===== src/rtl/heq_scaler.sv =====
// heq_scaler: histogram-equalisation scaler g = (cdf_in-cdf_min)*(2^LBITS-1)/(num_pixels-cdf_min) using a restoring divider.
// Optional round-half-up build: define HEQ_SCALER_ROUND_EN.
module heq_scaler #(
    parameter int CDF_W = 32,
    parameter int LBITS = 8
) (
    input  logic             clk,
    input  logic             reset,
    input  logic             in_valid,
    output logic             in_ready,
    input  logic [CDF_W-1:0] cdf_in,
    input  logic [CDF_W-1:0] cdf_min,
    input  logic [CDF_W-1:0] num_pixels,
    output logic             out_valid,
    input  logic             out_ready,
    output logic [LBITS-1:0] g_out,
    output logic             out_sat,
    output logic             out_dz
);
`ifdef HEQ_SCALER_ROUND_EN
    localparam int ITER = LBITS + 1;
`else
    localparam int ITER = LBITS;
`endif
    localparam int NW = CDF_W + LBITS;
    localparam int DW = CDF_W + ITER;
    localparam int CW = $clog2(ITER);
    typedef enum logic [1:0] {IDLE, CALC, DONE} state_t;
    state_t state, state_nx;
    logic [CDF_W-1:0] rem, d;
    logic [ITER-1:0] sh, sh_nx;
    logic [CW-1:0] cnt;
    logic [NW-1:0] n;
    logic [DW-1:0] dvd;
    logic [CDF_W:0] t;
    logic [LBITS-1:0] g_calc;
    logic ge, accept, last, f_zero, f_dz, f_sat, f_low, forced;

    assign in_ready  = state == IDLE;
    assign out_valid = state == DONE;
    assign accept    = in_valid & in_ready;
    assign last      = (state == CALC) && (cnt == CW'(ITER - 1));
    assign f_zero    = cdf_in == '0;
    assign f_dz      = num_pixels <= cdf_min;
    assign f_sat     = cdf_in > num_pixels;
    assign f_low     = cdf_in <= cdf_min;
    assign forced    = f_zero | f_dz | f_sat | f_low;
    assign n         = NW'(cdf_in - cdf_min) * NW'({LBITS{1'b1}});
    // The quotient fits in ITER bits, so the upper dividend bits already sit below D and seed the remainder.
    assign t         = {rem, sh[ITER-1]};
    assign ge        = t >= {1'b0, d};
    assign sh_nx     = {sh[ITER-2:0], ge};
`ifdef HEQ_SCALER_ROUND_EN
    assign dvd       = {n, 1'b0};
    assign g_calc    = sh_nx[ITER-1:1] + LBITS'(sh_nx[0]);
`else
    assign dvd       = n;
    assign g_calc    = sh_nx;
`endif

    always_ff @(posedge clk)
        state <= reset ? IDLE : state_nx;

    always_comb begin
        state_nx = state;
        if (accept)
            state_nx = forced ? DONE : CALC;
        else if (last)
            state_nx = DONE;
        else if (out_valid && out_ready)
            state_nx = IDLE;
    end

    always_ff @(posedge clk) begin
        if (reset) begin
            rem     <= '0;
            d       <= '0;
            sh      <= '0;
            cnt     <= '0;
            g_out   <= '0;
            out_sat <= 1'b0;
            out_dz  <= 1'b0;
        end else if (accept) begin
            rem     <= dvd[DW-1:ITER];
            sh      <= dvd[ITER-1:0];
            d       <= num_pixels - cdf_min;
            cnt     <= '0;
            g_out   <= (!f_zero && (f_dz || f_sat)) ? '1 : '0;
            out_dz  <= !f_zero && f_dz;
            out_sat <= !f_zero && !f_dz && f_sat;
        end else if (state == CALC) begin
            rem <= ge ? t[CDF_W-1:0] - d : t[CDF_W-1:0];
            sh  <= sh_nx;
            cnt <= cnt + CW'(1);
            if (last)
                g_out <= g_calc;
        end
    end
endmodule


===== config.mk =====
export PLATFORM = sky130hd
export DESIGN_NAME = heq_scaler
export DESIGN_NICKNAME = d
export VERILOG_FILES = /design/src/rtl/heq_scaler.sv
export SDC_FILE = /design/constraint.sdc
export NUM_CORES = 1
export LEC_CHECK = 0
export CAP_MARGIN = 10
export CORE_AREA = 2 2 174 176
export DETAILED_ROUTE_END_ITERATION = 10
export DIE_AREA = 0 0 176 178
export PLACE_DENSITY = 0.79
export SYNTH_ARGS = -nofsm -noshare
export SYNTH_HDL_FRONTEND = slang
export SYNTH_SLANG_ARGS = --single-unit

===== constraint.sdc =====
create_clock -name clk -period 13.32 [get_ports clk]
set_clock_uncertainty 0.15 [all_clocks]
set_input_delay 2.664 -clock clk [delete_from_list [all_inputs] [get_ports clk]]
set_output_delay 2.664 -clock clk [all_outputs]
set_load 0.005 [all_outputs]

==> results of run 1 <==
## path summary, 6_finish.rpt
check	from	to	slack (ns)
setup / recovery	cdf_min[1]	rem[31]	1.86
hold / removal	d[23]	d[23]	0.30
setup reg to reg	d[2]	rem[27]	8.95
hold reg to reg	d[23]	d[23]	0.30
## metal layers
metal / up-vias / track usage (%) / wire length, um
li1: 7042 / - / -
met1: 6975 / 36.44 / 19550
met2: 453 / 51.41 / 21670
met3: 107 / 3.346 / 2317
met4: 0 / 16.15 / 2805
met5: - / 0 / 0
## through the flow
step	worst slack, ns	std cells	instance area (um^2)	hold WS [ns]
after floorplan	2.997	2051	16050	0.2819
after global placement	1.885	2507	17480	0.2916
after detailed placement	1.624	2507	17480	0.2990
after CTS	1.957	2523	17770	0.3073
after global routing	1.388	2523	17770	0.3348
final	1.858	2524	17770	0.3046
## registers in the layout (all words and copies together), names as in the netlist
register,flops
d,32
rem,32
out_sat,1
out_dz,1
cnt,3
sh,8
state,2
g_out,8
## area by class of cell
| class | count | share of cell area, % |
|---|---|---|
| well taps | 390 | 2.746 |
| diodes | 1 | 0.01408 |
| clock inverters | 7 | 0.3590 |
| flip-flops and latches | 87 | 9.799 |
| clock buffers | 9 | 1.267 |
| repair buffers | 119 | 6.561 |
| inverters | 408 | 8.617 |
| multi-input cells | 1503 | 70.64 |
## kinds of logic after synthesis
family                   after synthesis  synth area share [%]
flip-flops                            87                 10.85
AND/OR/NAND/NOR                      499                 14.81
multiplexers                           5                0.3119
adder cells (fa/ha/maj)              352                 34.35
AO/OA/AOI/OAI                        511                 21.04
XOR/XNOR                             136                 7.602
buffers and inverters                461                 11.03
## worst min-delay path, delay by kind of cell (launching register included)
kind / cells / cell delay, ns
compound gates: 1 / 0.05
flops: 1 / 0.31
simple gates: 1 / 0.05
## Yosys cell counts (23+ instances only)
library cell  count
nand3_1          27
fa_1            149
dfxtp_1          87
nand4_1          23
nand2_1         137
a21o_1           73
o211ai_1         28
nor2_1          146
ha_1            199
xnor2_1          82
a21oi_1         151
nand2b_1         24
xor2_1           51
a211oi_1         36
inv_1           408
o21a_1           31
o21ai_0          75
nor2b_1          30
clkbuf_1         39
nor3_1           42
==> impl_metrics.toml, run 1 <==
[timing]
tns_ns = 0
max_freq_mhz = 87.24
period_share_pct = 86.05
worst_pin_slew_ns = 1.153
drv_slew = 0
setup_viol = 0
slew_headroom_pct = 21.14
hold_violations = 0
rsz0062_at_grt = "false"
finalCriticalPeriod_ns = 11.46

[setup_path]
end_kind = "flop"
cp_max_fo = 8
cpPeakStageDelay_ns = 0.59
crit_family = "compound AO/OA/AOI/OAI gates"
critPathRequiredTime_ns = 13.41
slowest_stage = "clkdlybuf4s50_1"
worst_setup_path_start_kind = "primary input"
path_depth = 34
criticalPathCategory = "primary input to flop"
worst-path-buf-inv = 4
cp_common_cell = "a21oi_1"
arrival_ns = 11.56
r2r_cells = 14

[route]
ant_nets = 0
vias = 14577
firstDrtPassIters = 5
avgViaCountPerCell = 5.775
wire_per_inst_um = 18.36
drt_wl_total_mm = 46.34
drc = 0
drt_iter0_markers = 838

[cells_and_area]
fill_cells = 2670
utilization_pct = 60.45
regArea_mm2 = 0.001742
synthToLayoutAreaGrowth_pct = 10.76
layout_commonest_cell = "inv_1"
final_cell_mix = "inv_1 (408), ha_1 (199), a21oi_1 (151), fa_1 (149), nor2_1 (145)"
multiInputGateArea_mm2 = 0.01255
finalNetCount = 2576
drive_gt1_share_pct = 2.813

[global_routing]
grt-ovfl-total = 0
grt_usage_pct = 29.74
grt_pass1_wl_mm = 73.35
antenna_found_initial = 1
grt_max_degree = 92
grt_pass1_vias = 14480

[yosys]
avgSynthCellArea_um2 = 7.824
syn-num-nets = 2499
syn-instance-count = 2051
ys.flop_type = "dfxtp_1"
synthArstFlopShare_pct = 0
yosysTopAreaCell = "fa_1"
ys_seq_elements = 87
ys_seq_area_share_pct = 10.85
synth_area_leaders = "fa_1 (19%), ha_1 (16%), dfxtp_1 (11%), inv_1 (9.5%), a21oi_1 (4.7%)"
synth_top_area_share_pct = 18.59
ys_types = 79
yosys_warnings = 0
netlist_area_mm2 = 0.01605
synth_edf_count = 0

[floorplan]
io_pins = 112
core_mm2 = 0.02940
initial_core_util_pct = 54.58
die_area_mm2 = 0.03133
die_width_um = 176
core.rowCount = 63
die_h_um = 178

[clocking]
cts_resized = 0
h-tree-depth = 3
cts_root_buf = "clkbuf_16"
hold_buffers = 0
clkTransAtPathRegs_ns = 0.07
cts_sinks = 87
numCtsBuffers = 9
worstSkewPairLatency_ns = 0.35
cts_tree = "yes"
postCtsSetupRepairBufs = 0
ctsLongestPathBuffers = 2

[run]
maxCapViolCount = 0

[hold_path]
hp-class = "flop to flop"
min_path_cells = 2

[placed_design]
gp_congestion = 1.026
portBuffers = 111
dpl.hpwl_mm = 39.19

[status]
status = "finished, final reports clean"
Power of run 1 is left out: the tool's default activity adds up to more than one toggle a clock period on the data nets, which glitch-free logic cannot reach.
==> run 2, diff against run 1 <==
--- a/config.mk
+++ b/config.mk
@@ -6,10 +6,13 @@
 export NUM_CORES = 1
 export LEC_CHECK = 0
 export CAP_MARGIN = 10
-export CORE_AREA = 2 2 174 176
+export CELL_PAD_IN_SITES_DETAIL_PLACEMENT = 1
+export CELL_PAD_IN_SITES_GLOBAL_PLACEMENT = 1
+export CORE_AREA = 2 2 190 192
 export DETAILED_ROUTE_END_ITERATION = 10
-export DIE_AREA = 0 0 176 178
-export PLACE_DENSITY = 0.79
+export DIE_AREA = 0 0 192 194
+export GPL_ROUTABILITY_DRIVEN = 0
+export PLACE_DENSITY_LB_ADDON = 0.1
 export SYNTH_ARGS = -nofsm -noshare
 export SYNTH_HDL_FRONTEND = slang
 export SYNTH_SLANG_ARGS = --single-unit
==> impl_metrics.toml, run 2 (synthesized netlist as in run 1, its figures left out) <==
[status]
status = "complete, but fails checks"
violations = "max-capacitance violations"

[setup_path]
regToRegSetupSlack_ns = 9.23
worst-path-buf-inv = 5
end_kind = "flop"
r2r_cells = 12
slowest_stage = "fa_1"
crit_family = "compound AO/OA/AOI/OAI gates"
criticalPathCategory = "primary input to flop"
cpPeakStageDelay_ns = 0.57
reg2reg_from = "d[26]"
worst_setup_path_start_kind = "primary input"
r2r-end = "rem[2]"
critPathRequiredTime_ns = 13.42
arrival_ns = 11.67
cp_max_fo = 5

[hold_path]
holdPathEnd = "d[21]"
min_path_cells = 2
min-delay-start = "d[21]"
hp-class = "flop to flop"

[timing]
drv_slew = 0
rsz0062_at_grt = "false"
max_freq_mhz = 86.42
hold_violations = 0
worst_pin_slew_ns = 1.446
period_share_pct = 86.87
setup_ws_ns = 1.748
slew_headroom_pct = 1.135
setup_viol = 0
finalCriticalPeriod_ns = 11.57
tns_ns = 0

[clocking]
hold_buffers = 0
cts_tree = "yes"
ctsLongestPathBuffers = 2
numCtsBuffers = 9
h-tree-depth = 3
cts_resized = 0
cts_sinks = 87
postCtsSetupRepairBufs = 0
clkTransAtPathRegs_ns = 0.06
cts_root_buf = "clkbuf_16"
worstSkewPairLatency_ns = 0.36

[cells_and_area]
top_regs = "d (32), rem (32)"
utilization_pct = 50.68
finalNetCount = 2576
regArea_mm2 = 0.001742
layout_commonest_cell = "inv_1"
layoutNonFillerInstCount = 2596
fill_cells = 4461
drive_gt1_share_pct = 2.767
synthToLayoutAreaGrowth_pct = 11.24
multiInputGateArea_mm2 = 0.01255
final_cell_mix = "inv_1 (408), ha_1 (199), a21oi_1 (151), fa_1 (149), nor2_1 (145)"

[global_routing]
grt_pass1_wl_mm = 84.36
antenna_found_initial = 4
grt_pass1_vias = 15928
grt-ovfl-total = 0
grt_usage_pct = 28.97
grt_max_degree = 91

[placed_design]
dp_cells = 2578
dpl.hpwl_mm = 44.91
dp_slack_ns = 1.452
portBuffers = 111

[route]
drt_iter0_markers = 537
drc = 0
vias = 14598
wire_per_inst_um = 20.16
firstDrtPassIters = 5
avgViaCountPerCell = 5.623
ant_nets = 0
drt_wl_total_mm = 52.34

[floorplan]
initial_core_util_pct = 45.56
die_h_um = 194
die_width_um = 192
io_pins = 112
die_area_mm2 = 0.03725
core.rowCount = 69
core_mm2 = 0.03522

[run]
maxCapViolCount = 1
run 2: cell types whose count changed in the layout (fill, tap and decap cells not counted):
cell / previous run / this run
clkinv_2: 0 / 2
diode_2: 1 / 3
inv_6: 3 / 1
inv_8: 2 / 0
clkbuf_8: 0 / 1
run 2: stage by stage:
| step | instance area (um^2) | hold WS [ns] |
|---|---|---|
| finish | 17850 | 0.3032 |
| floorplan | 16050 | 0.2819 |
| global placement | 17570 | 0.2900 |
| CTS | 17840 | 0.3059 |
| global route | 17850 | 0.3281 |
| detailed placement | 17570 | 0.2981 |
run 2: metal layers:
| metal | global-route usage, % | wire [um] |
|---|---|---|
| met5 | 0 | 0 |
| met4 | 11.85 | 2316 |
| met2 | 51.95 | 26200 |
| met1 | 34.00 | 21460 |
| met3 | 4.760 | 2351 |
run 2: worst max path at each step:
stage,end,startpoint,slack [ns],cells past startpoint
global route,rem[31],cdf_min[0],1.15,37
finish,rem[31],cdf_min[0],1.75,37
global placement,rem[31],cdf_min[1],1.75,34
floorplan,rem[31],cdf_min[2],3.00,36
detailed placement,rem[31],cdf_min[0],1.45,37
CTS,rem[31],cdf_min[0],1.79,37
run 2: area by class of cell:
class	count	area share [%]
Antenna cell	3	0.04206
Tap cell	461	3.231
Multi-Input combinational cell	1503	70.33
Sequential cell	87	9.757
Clock buffer	10	1.339
Clock inverter	5	0.1892
Timing Repair Buffer	119	6.533
Inverter	408	8.579
run 2: worst register-to-register path: stages (launching register included):
cell and delay [ns]:
dfxtp_1 0.34, inv_1 0.05, ha_1 0.42, and4_1 0.26, nand4_1 0.17, nor4_1 0.30
nand3_1 0.14, o31ai_1 0.80, nor2_4 0.32, buf_4 0.34, nor3_1 0.23, a21oi_1 0.07
a2111oi_0 0.39
Power of run 2 is left out for the same reason.
